--- src/rtl/uart_loanio_xcvr.sv ---
`default_nettype none
// ============================================================================
//  Module   : uart_loanio_xcvr
//  Purpose  : Fabric UART transceiver on the HPS loan-IO bus. TX drives
//             loan_io_out[TX_PIN], RX reads loan_io_in[RX_PIN]. 8N1 format,
//             LSB first, idle-high line. Byte streams use valid/ready.
//  Config   : define UART_PARITY_EN for 8E1 (even parity bit before STOP,
//             rx_parity_err reports mismatches). Undefined: 8N1.
//  Ports    : clk_clk / reset_reset (async, active-high)
//             tx_data, tx_valid -> tx_ready       transmit byte stream
//             rx_data, rx_valid <- rx_ready       receive byte stream
//             rx_frame_err, rx_overrun, rx_parity_err   1-cycle pulses
//             loan_io_in / loan_io_out / loan_io_oe     67-bit loan-IO bus
//  Revision : 1.0 - initial release
// ============================================================================
module uart_loanio_xcvr #(
   parameter int CLK_HZ     = 50000000,
   parameter int BAUD       = 115200,
   parameter int OVERSAMPLE = 16,
   parameter int RX_PIN     = 49,
   parameter int TX_PIN     = 50
) (
   input  logic        clk_clk,
   input  logic        reset_reset,
   input  logic [7:0]  tx_data,
   input  logic        tx_valid,
   output logic        tx_ready,
   output logic [7:0]  rx_data,
   output logic        rx_valid,
   input  logic        rx_ready,
   output logic        rx_frame_err,
   output logic        rx_overrun,
   output logic        rx_parity_err,
   input  logic [66:0] loan_io_in,
   output logic [66:0] loan_io_out,
   output logic [66:0] loan_io_oe
);

   // Rounded clock divider for the oversample tick, never below 1.
   localparam int TICK_HZ = BAUD * OVERSAMPLE;
   localparam int DIV_RAW = (CLK_HZ + TICK_HZ / 2) / TICK_HZ;
   localparam int DIV     = (DIV_RAW < 1) ? 1 : DIV_RAW;
   localparam int DCW     = (DIV > 1) ? $clog2(DIV) : 1;
   localparam int OCW     = $clog2(OVERSAMPLE);
   localparam logic [OCW-1:0] LAST_TICK  = OCW'(OVERSAMPLE - 1);
   // START entry happens on the detecting tick; centre is OVERSAMPLE/2-1 ticks later.
   localparam logic [OCW-1:0] START_LAST = OCW'(OVERSAMPLE / 2 - 2);

   // ---------------------------------------------------------------- tick
   logic [DCW-1:0] div_cnt_q;
   logic           tick;

   assign tick = (div_cnt_q == DCW'(DIV - 1));

   always_ff @(posedge clk_clk or posedge reset_reset) begin
      if (reset_reset) begin
         div_cnt_q <= '0;
      end else if (tick) begin
         div_cnt_q <= '0;
      end else begin
         div_cnt_q <= div_cnt_q + DCW'(1);
      end
   end

   // ---------------------------------------------------------------- TX
   typedef enum logic [2:0] {
      TX_IDLE,
      TX_WAIT,
      TX_START,
      TX_DATA,
`ifdef UART_PARITY_EN
      TX_PAR,
`endif
      TX_STOP
   } tx_state_t;

   tx_state_t      tx_state_q;
   logic           tx_ready_q;
   logic           tx_line_q;
   logic [7:0]     tx_shift_q;
   logic [OCW-1:0] tx_tick_q;
   logic [2:0]     tx_bit_q;
   logic           tx_bit_end;
`ifdef UART_PARITY_EN
   logic           tx_par_q;
`endif

   assign tx_bit_end = tick && (tx_tick_q == LAST_TICK);

   always_ff @(posedge clk_clk or posedge reset_reset) begin
      if (reset_reset) begin
         tx_state_q <= TX_IDLE;
         tx_ready_q <= 1'b1;
         tx_line_q  <= 1'b1;
         tx_shift_q <= '0;
         tx_tick_q  <= '0;
         tx_bit_q   <= '0;
`ifdef UART_PARITY_EN
         tx_par_q   <= 1'b0;
`endif
      end else begin
         // Bit-time counter runs on every tick; state transitions reset it.
         if (tick) begin
            tx_tick_q <= (tx_tick_q == LAST_TICK) ? '0 : tx_tick_q + OCW'(1);
         end
         case (tx_state_q)
            TX_IDLE: begin
               if (tx_valid && tx_ready_q) begin
                  tx_shift_q <= tx_data;
`ifdef UART_PARITY_EN
                  tx_par_q   <= ^tx_data;
`endif
                  tx_ready_q <= 1'b0;
                  tx_state_q <= TX_WAIT;
               end
            end
            TX_WAIT: begin
               // Align the start bit with the shared tick grid.
               if (tick) begin
                  tx_line_q  <= 1'b0;
                  tx_tick_q  <= '0;
                  tx_state_q <= TX_START;
               end
            end
            TX_START: begin
               if (tx_bit_end) begin
                  tx_line_q  <= tx_shift_q[0];
                  tx_bit_q   <= '0;
                  tx_state_q <= TX_DATA;
               end
            end
            TX_DATA: begin
               if (tx_bit_end) begin
                  if (tx_bit_q == 3'd7) begin
`ifdef UART_PARITY_EN
                     tx_line_q  <= tx_par_q;
                     tx_state_q <= TX_PAR;
`else
                     tx_line_q  <= 1'b1;
                     tx_state_q <= TX_STOP;
`endif
                  end else begin
                     tx_shift_q <= tx_shift_q >> 1;
                     tx_line_q  <= tx_shift_q[1];
                     tx_bit_q   <= tx_bit_q + 3'd1;
                  end
               end
            end
`ifdef UART_PARITY_EN
            TX_PAR: begin
               if (tx_bit_end) begin
                  tx_line_q  <= 1'b1;
                  tx_state_q <= TX_STOP;
               end
            end
`endif
            TX_STOP: begin
               if (tx_bit_end) begin
                  tx_ready_q <= 1'b1;
                  tx_state_q <= TX_IDLE;
               end
            end
            default: begin
               tx_line_q  <= 1'b1;
               tx_ready_q <= 1'b1;
               tx_state_q <= TX_IDLE;
            end
         endcase
      end
   end

   assign tx_ready = tx_ready_q;

   // ---------------------------------------------------------------- RX
   logic rx_meta_q;
   logic rx_sync_q;

   always_ff @(posedge clk_clk or posedge reset_reset) begin
      if (reset_reset) begin
         rx_meta_q <= 1'b1;
         rx_sync_q <= 1'b1;
      end else begin
         rx_meta_q <= loan_io_in[RX_PIN];
         rx_sync_q <= rx_meta_q;
      end
   end

   typedef enum logic [2:0] {
      RX_IDLE,
      RX_START,
      RX_DATA,
`ifdef UART_PARITY_EN
      RX_PAR,
`endif
      RX_STOP,
      RX_RESYNC
   } rx_state_t;

   rx_state_t      rx_state_q;
   logic [OCW-1:0] rx_tick_q;
   logic [2:0]     rx_bit_q;
   logic [7:0]     rx_shift_q;
   logic [7:0]     rx_data_q;
   logic           rx_valid_q;
   logic           rx_frame_err_q;
   logic           rx_overrun_q;
   logic           rx_sample;
`ifdef UART_PARITY_EN
   logic           rx_par_q;
   logic           rx_parity_err_q;
`endif

   assign rx_sample = tick && (rx_tick_q == LAST_TICK);

   always_ff @(posedge clk_clk or posedge reset_reset) begin
      if (reset_reset) begin
         rx_state_q      <= RX_IDLE;
         rx_tick_q       <= '0;
         rx_bit_q        <= '0;
         rx_shift_q      <= '0;
         rx_data_q       <= '0;
         rx_valid_q      <= 1'b0;
         rx_frame_err_q  <= 1'b0;
         rx_overrun_q    <= 1'b0;
`ifdef UART_PARITY_EN
         rx_par_q        <= 1'b0;
         rx_parity_err_q <= 1'b0;
`endif
      end else begin
         rx_frame_err_q <= 1'b0;
         rx_overrun_q   <= 1'b0;
`ifdef UART_PARITY_EN
         rx_parity_err_q <= 1'b0;
`endif
         if (rx_valid_q && rx_ready) begin
            rx_valid_q <= 1'b0;
         end
         if (tick) begin
            rx_tick_q <= (rx_tick_q == LAST_TICK) ? '0 : rx_tick_q + OCW'(1);
         end
         case (rx_state_q)
            RX_IDLE: begin
               if (tick && !rx_sync_q) begin
                  rx_tick_q  <= '0;
                  rx_state_q <= RX_START;
               end
            end
            RX_START: begin
               if (tick && (rx_tick_q == START_LAST)) begin
                  rx_tick_q  <= '0;
                  rx_bit_q   <= '0;
                  // High at the centre means the falling edge was a glitch.
                  rx_state_q <= rx_sync_q ? RX_IDLE : RX_DATA;
               end
            end
            RX_DATA: begin
               if (rx_sample) begin
                  rx_shift_q <= {rx_sync_q, rx_shift_q[7:1]};
                  if (rx_bit_q == 3'd7) begin
`ifdef UART_PARITY_EN
                     rx_state_q <= RX_PAR;
`else
                     rx_state_q <= RX_STOP;
`endif
                  end else begin
                     rx_bit_q <= rx_bit_q + 3'd1;
                  end
               end
            end
`ifdef UART_PARITY_EN
            RX_PAR: begin
               if (rx_sample) begin
                  rx_par_q   <= rx_sync_q;
                  rx_state_q <= RX_STOP;
               end
            end
`endif
            RX_STOP: begin
               if (rx_sample) begin
                  if (rx_sync_q) begin
                     // A consumer taking the old byte this cycle frees the slot.
                     if (!rx_valid_q || rx_ready) begin
                        rx_data_q  <= rx_shift_q;
                        rx_valid_q <= 1'b1;
                     end else begin
                        rx_overrun_q <= 1'b1;
                     end
`ifdef UART_PARITY_EN
                     rx_parity_err_q <= (^rx_shift_q) != rx_par_q;
`endif
                     rx_state_q <= RX_IDLE;
                  end else begin
                     rx_frame_err_q <= 1'b1;
                     rx_state_q     <= RX_RESYNC;
                  end
               end
            end
            RX_RESYNC: begin
               if (tick && rx_sync_q) begin
                  rx_state_q <= RX_IDLE;
               end
            end
            default: begin
               rx_state_q <= RX_IDLE;
            end
         endcase
      end
   end

   assign rx_data      = rx_data_q;
   assign rx_valid     = rx_valid_q;
   assign rx_frame_err = rx_frame_err_q;
   assign rx_overrun   = rx_overrun_q;
`ifdef UART_PARITY_EN
   assign rx_parity_err = rx_parity_err_q;
`else
   assign rx_parity_err = 1'b0;
`endif

   // ---------------------------------------------------------------- loan IO
   always_comb begin
      loan_io_out         = '0;
      loan_io_out[TX_PIN] = tx_line_q;
   end

   always_comb begin
      loan_io_oe         = '0;
      loan_io_oe[TX_PIN] = 1'b1;
   end

   // Only RX_PIN is consumed; the rest of the bus is intentionally ignored.
   logic unused_loan_in;
   assign unused_loan_in = ^loan_io_in;

endmodule
`default_nettype wire

--- config.mk ---
export PLATFORM = sky130hd
export DESIGN_NAME = uart_loanio_xcvr
export DESIGN_NICKNAME = d
export VERILOG_FILES = /design/src/rtl/uart_loanio_xcvr.sv
export SDC_FILE = /design/constraint.sdc
export NUM_CORES = 1
export LEC_CHECK = 0
export ABC_AREA = 1
export BUFFER_PORTS_ARGS = -buffer_cell sky130_fd_sc_hd__buf_2
export CELL_PAD_IN_SITES_DETAIL_PLACEMENT = 1
export CELL_PAD_IN_SITES_GLOBAL_PLACEMENT = 2
export CORE_ASPECT_RATIO = 1.4
export CORE_MARGIN = 8
export CORE_UTILIZATION = 26
export CTS_BUF_LIST = sky130_fd_sc_hd__clkbuf_4
export CTS_CLUSTER_DIAMETER = 80
export DETAILED_ROUTE_END_ITERATION = 12
export MAX_ROUTING_LAYER = met4
export PLACE_DENSITY = 0.87
export SLEW_MARGIN = 40
export SYNTH_ARGS = -nofsm -noshare
export SYNTH_HDL_FRONTEND = slang
export SYNTH_SLANG_ARGS = --single-unit
export TNS_END_PERCENT = 5
--- constraint.sdc ---
create_clock -name clk_clk -period 3.72 [get_ports clk_clk]
set_input_delay 0.372 -clock clk_clk [delete_from_list [all_inputs] [get_ports clk_clk]]
set_output_delay 0.372 -clock clk_clk [all_outputs]
set_load 0.03 [all_outputs]
==> flow_summary.ini <==
[hold_path]
min_to = rx_meta_q$_DFF_PP1_
hold_depth = 1
hold_path.class = primary input to flop
hp-start = loan_io_in[49]

[sta]
fin_tns_setup_ps = 0
setup_viol = 0
period_share = 0.498
maxSlewHeadroom = 0.661
tightest_slew_ps = 508
period_minus_slack_ps = 1850
finalMaxSlewViolations = 0
fmax_mhz = 540
whs_ps = 74.2
finalHoldViolations = 0
fin_worst_skew_ps = 21.3
rsz0062_at_grt = false

[global_route]
antenna_found_initial = 1
grt_pass1_vias = 2969
grt_util_all_layers = 0.0863
grt_pass1_wl_um = 13500
grt_max_degree = 35
globalRouteMet3Util = 0.0215
grt_overflow = 0
gr-usage-met2 = 0.150
met1_usage = 0.0917
grt_busiest_layer = met2

[logic_synthesis]
synth-compound-area-share = 0.0465
synth_top_area_frac = 0.338
yosys_warnings = 0
syn_avg_cell_area_sq_um = 8.19
netlist_area_sq_um = 3850
synthMuxAreaShare = 0.0156
synthSimpleGateAreaFrac = 0.222
yosys.area_share.adder = 0.0293
yosys.area.top_type = dfrtp_1
netlist_instances = 470
synthDistinctLibCells = 34
ys_seq_elements = 56
ys_seq_area_frac = 0.365
ys_top_cells_by_area = dfrtp_1 (34%), buf_4 (27%), nand2_1 (11%)
synth_xor_xnor_area_share = 0.00683
synth_top_family_by_area = buffers and inverters

[critical_path]
endpoint_kind = flop
reg2reg_depth = 8
critPathLaunchType = flop
r2r-start = div_cnt_q[0]$_DFF_PP0_
crit_buf_inv = 1
cp_max_fo = 17
crit_required_ps = 4060
cp_top_family = simple AND/OR/NAND/NOR gates
cpPeakStageDelay_ps = 440
reg2reg_slack_ps = 1870
crit_type = flop to flop
cp.arrival_ps = 2200
crit_path_cell_trace = inv_1 > ha_1 > nand2_1 > nor2_8 > nand2_4 > nor4_4 > nand2_1 > nand2_1
crit_top_cell = nand2_1
critPathSlowestCell = dfrtp_1
r2r_end = rx_data[4]$_DFFE_PP0P_

[detailed_routing]
initialDrtViolationCount = 109
firstDrtPassIters = 4
vias = 2603
wl_per_cell_um = 12.0
ant_nets = 0
wirelength_um = 8240
drc = 0
viasPerCell = 3.79

[run]
max_cap_violations = 0

[final_layout]
drive_gt1_frac = 0.127
utilization = 0.258
mostFrequentLayoutCell = conb_1
area_delta_synth_final_pct = -3.12
instances_no_fill = 687
layout.nets = 584
fillers = 1829
mostFrequentLayoutCells = conb_1 (134), nand2_1 (109), dfrtp_1 (52)

[clock_network]
cts_buffers = 5
clockRootBuffer = clkbuf_4
insertion_delay_ps = 390
clock-sinks = 56
clkTransAtPathRegs_ps = 180
clock_path_buffers = 2
htree_levels = 2
cts_tree = done

[status]
run_status = complete, no violations

[die]
rows = 52
dieWidth_um = 119
dieArea_sq_um = 19000
core_area_sq_um = 14400
die_y_um = 160
start_util = 0.266
ioPinCount = 226

[power_and_ir_drop]
p_leak_nw = 2.08
power.density_nw_per_um2 = 348
power.total_mw = 1.30
irDropWorstVdd_v = 0.000117

[place]
dp_cells = 677
numPortBuffers = 25
hpwl_um = 6630
gp_congestion = 0.766
## synth_stat cells, drive strengths merged
| cell type | instances |
|---|---|
| or2 | 2 |
| inv | 39 |
| xnor2 | 1 |
| nand4 | 2 |
| nor2 | 22 |
| nand3 | 31 |
| mux2i | 6 |
| a21oi | 4 |
| dfrtp | 52 |
| ha | 9 |
| conb | 2 |
| nor4 | 1 |
| a22o | 1 |
| nand2 | 117 |
| dfstp | 4 |
| buf | 140 |
| nor3 | 6 |
| xor2 | 2 |
| o21ai | 27 |
| nand3b | 2 |
## how the worst max path moves through the flow
stage	startpoint	endpoint	slack, ps	cells past startpoint
floorplan	reset_reset	async pin	1980	1
global placement	div_cnt_q[0]$_DFF_PP0_	rx_data[4]$_DFFE_PP0P_	1850	8
detailed placement	div_cnt_q[0]$_DFF_PP0_	rx_data[4]$_DFFE_PP0P_	1810	8
CTS	div_cnt_q[0]$_DFF_PP0_	rx_data[4]$_DFFE_PP0P_	1770	8
global route	div_cnt_q[0]$_DFF_PP0_	rx_data[4]$_DFFE_PP0P_	1660	8
finish	div_cnt_q[0]$_DFF_PP0_	rx_data[4]$_DFFE_PP0P_	1870	8
## per-stage QoR
stage	setup slack [ps]	area, sq um
after detailed placement	1810	3660
after CTS	1770	3730
final	1870	3730
after global routing	1660	3730
after global placement	1850	3660
after floorplan	1980	4340
## flip-flops by register name (all words and copies together), names as in the netlist, named ones only
| signal | cells |
|---|---|
| rx_frame_err | 1 |
| rx_tick_q | 4 |
| tx_state_q | 3 |
| rx_meta_q | 1 |
| rx_data | 8 |
| tx_ready | 1 |
| rx_sync_q | 1 |
| rx_valid | 1 |
| tx_bit_q | 3 |
| rx_state_q | 3 |
| rx_overrun | 1 |
| div_cnt_q | 5 |
| tx_shift_q | 8 |
| rx_shift_q | 8 |
| tx_line_q | 1 |
| rx_bit_q | 3 |
## cell families after synthesis
| group | count (synthesis) |
|---|---|
| other | 2 |
| XOR/XNOR | 3 |
| buffers and inverters | 179 |
| multiplexers | 6 |
| AO/OA/AOI/OAI | 32 |
| flip-flops | 56 |
| AND/OR/NAND/NOR | 183 |
| adder cells (fa/ha/maj) | 9 |
## worst reg2reg max path: stages, from the launching register on
cell     delay, ps
dfrtp_1        440
inv_1           70
ha_1           130
nand2_1        140
nor2_8         290
nand2_4        130
nor4_4         380
nand2_1        150
nand2_1         90
## routing by layer
layer / vias to the layer above / part of all wire
li1: 1246 / -
met1: 1233 / 0.42
met2: 113 / 0.51
met3: 11 / 0.051
met4: 0 / 0.019
met5: - / 0
## final cells by class
type,count,area (sq um),area share
Tap cell,189,236,0.0634
Sequential cell,56,1410,0.377
Timing Repair Buffer,27,143,0.0383
Antenna cell,1,2.50,0.000671
Inverter,39,146,0.0393
Clock buffer,5,37.5,0.0101
Multi-Input combinational cell,367,1740,0.465
Clock inverter,3,21.3,0.00570
## power breakdown
| part | internal (mW) | switching, mW | total (mW) |
|---|---|---|---|
| clock network | 0.0754 | 0.208 | 0.283 |
| registers | 0.628 | 0.0240 | 0.652 |
| logic | 0.0532 | 0.311 | 0.364 |
| total | 0.757 | 0.542 | 1.30 |
## timing repair
action                                 CTS  global route
gates resized for setup                  0             0
setup buffers                            0             0
hold buffers                             1             0
endpoints found under the hold margin   11             0
(Power assumes the default switching activity.)
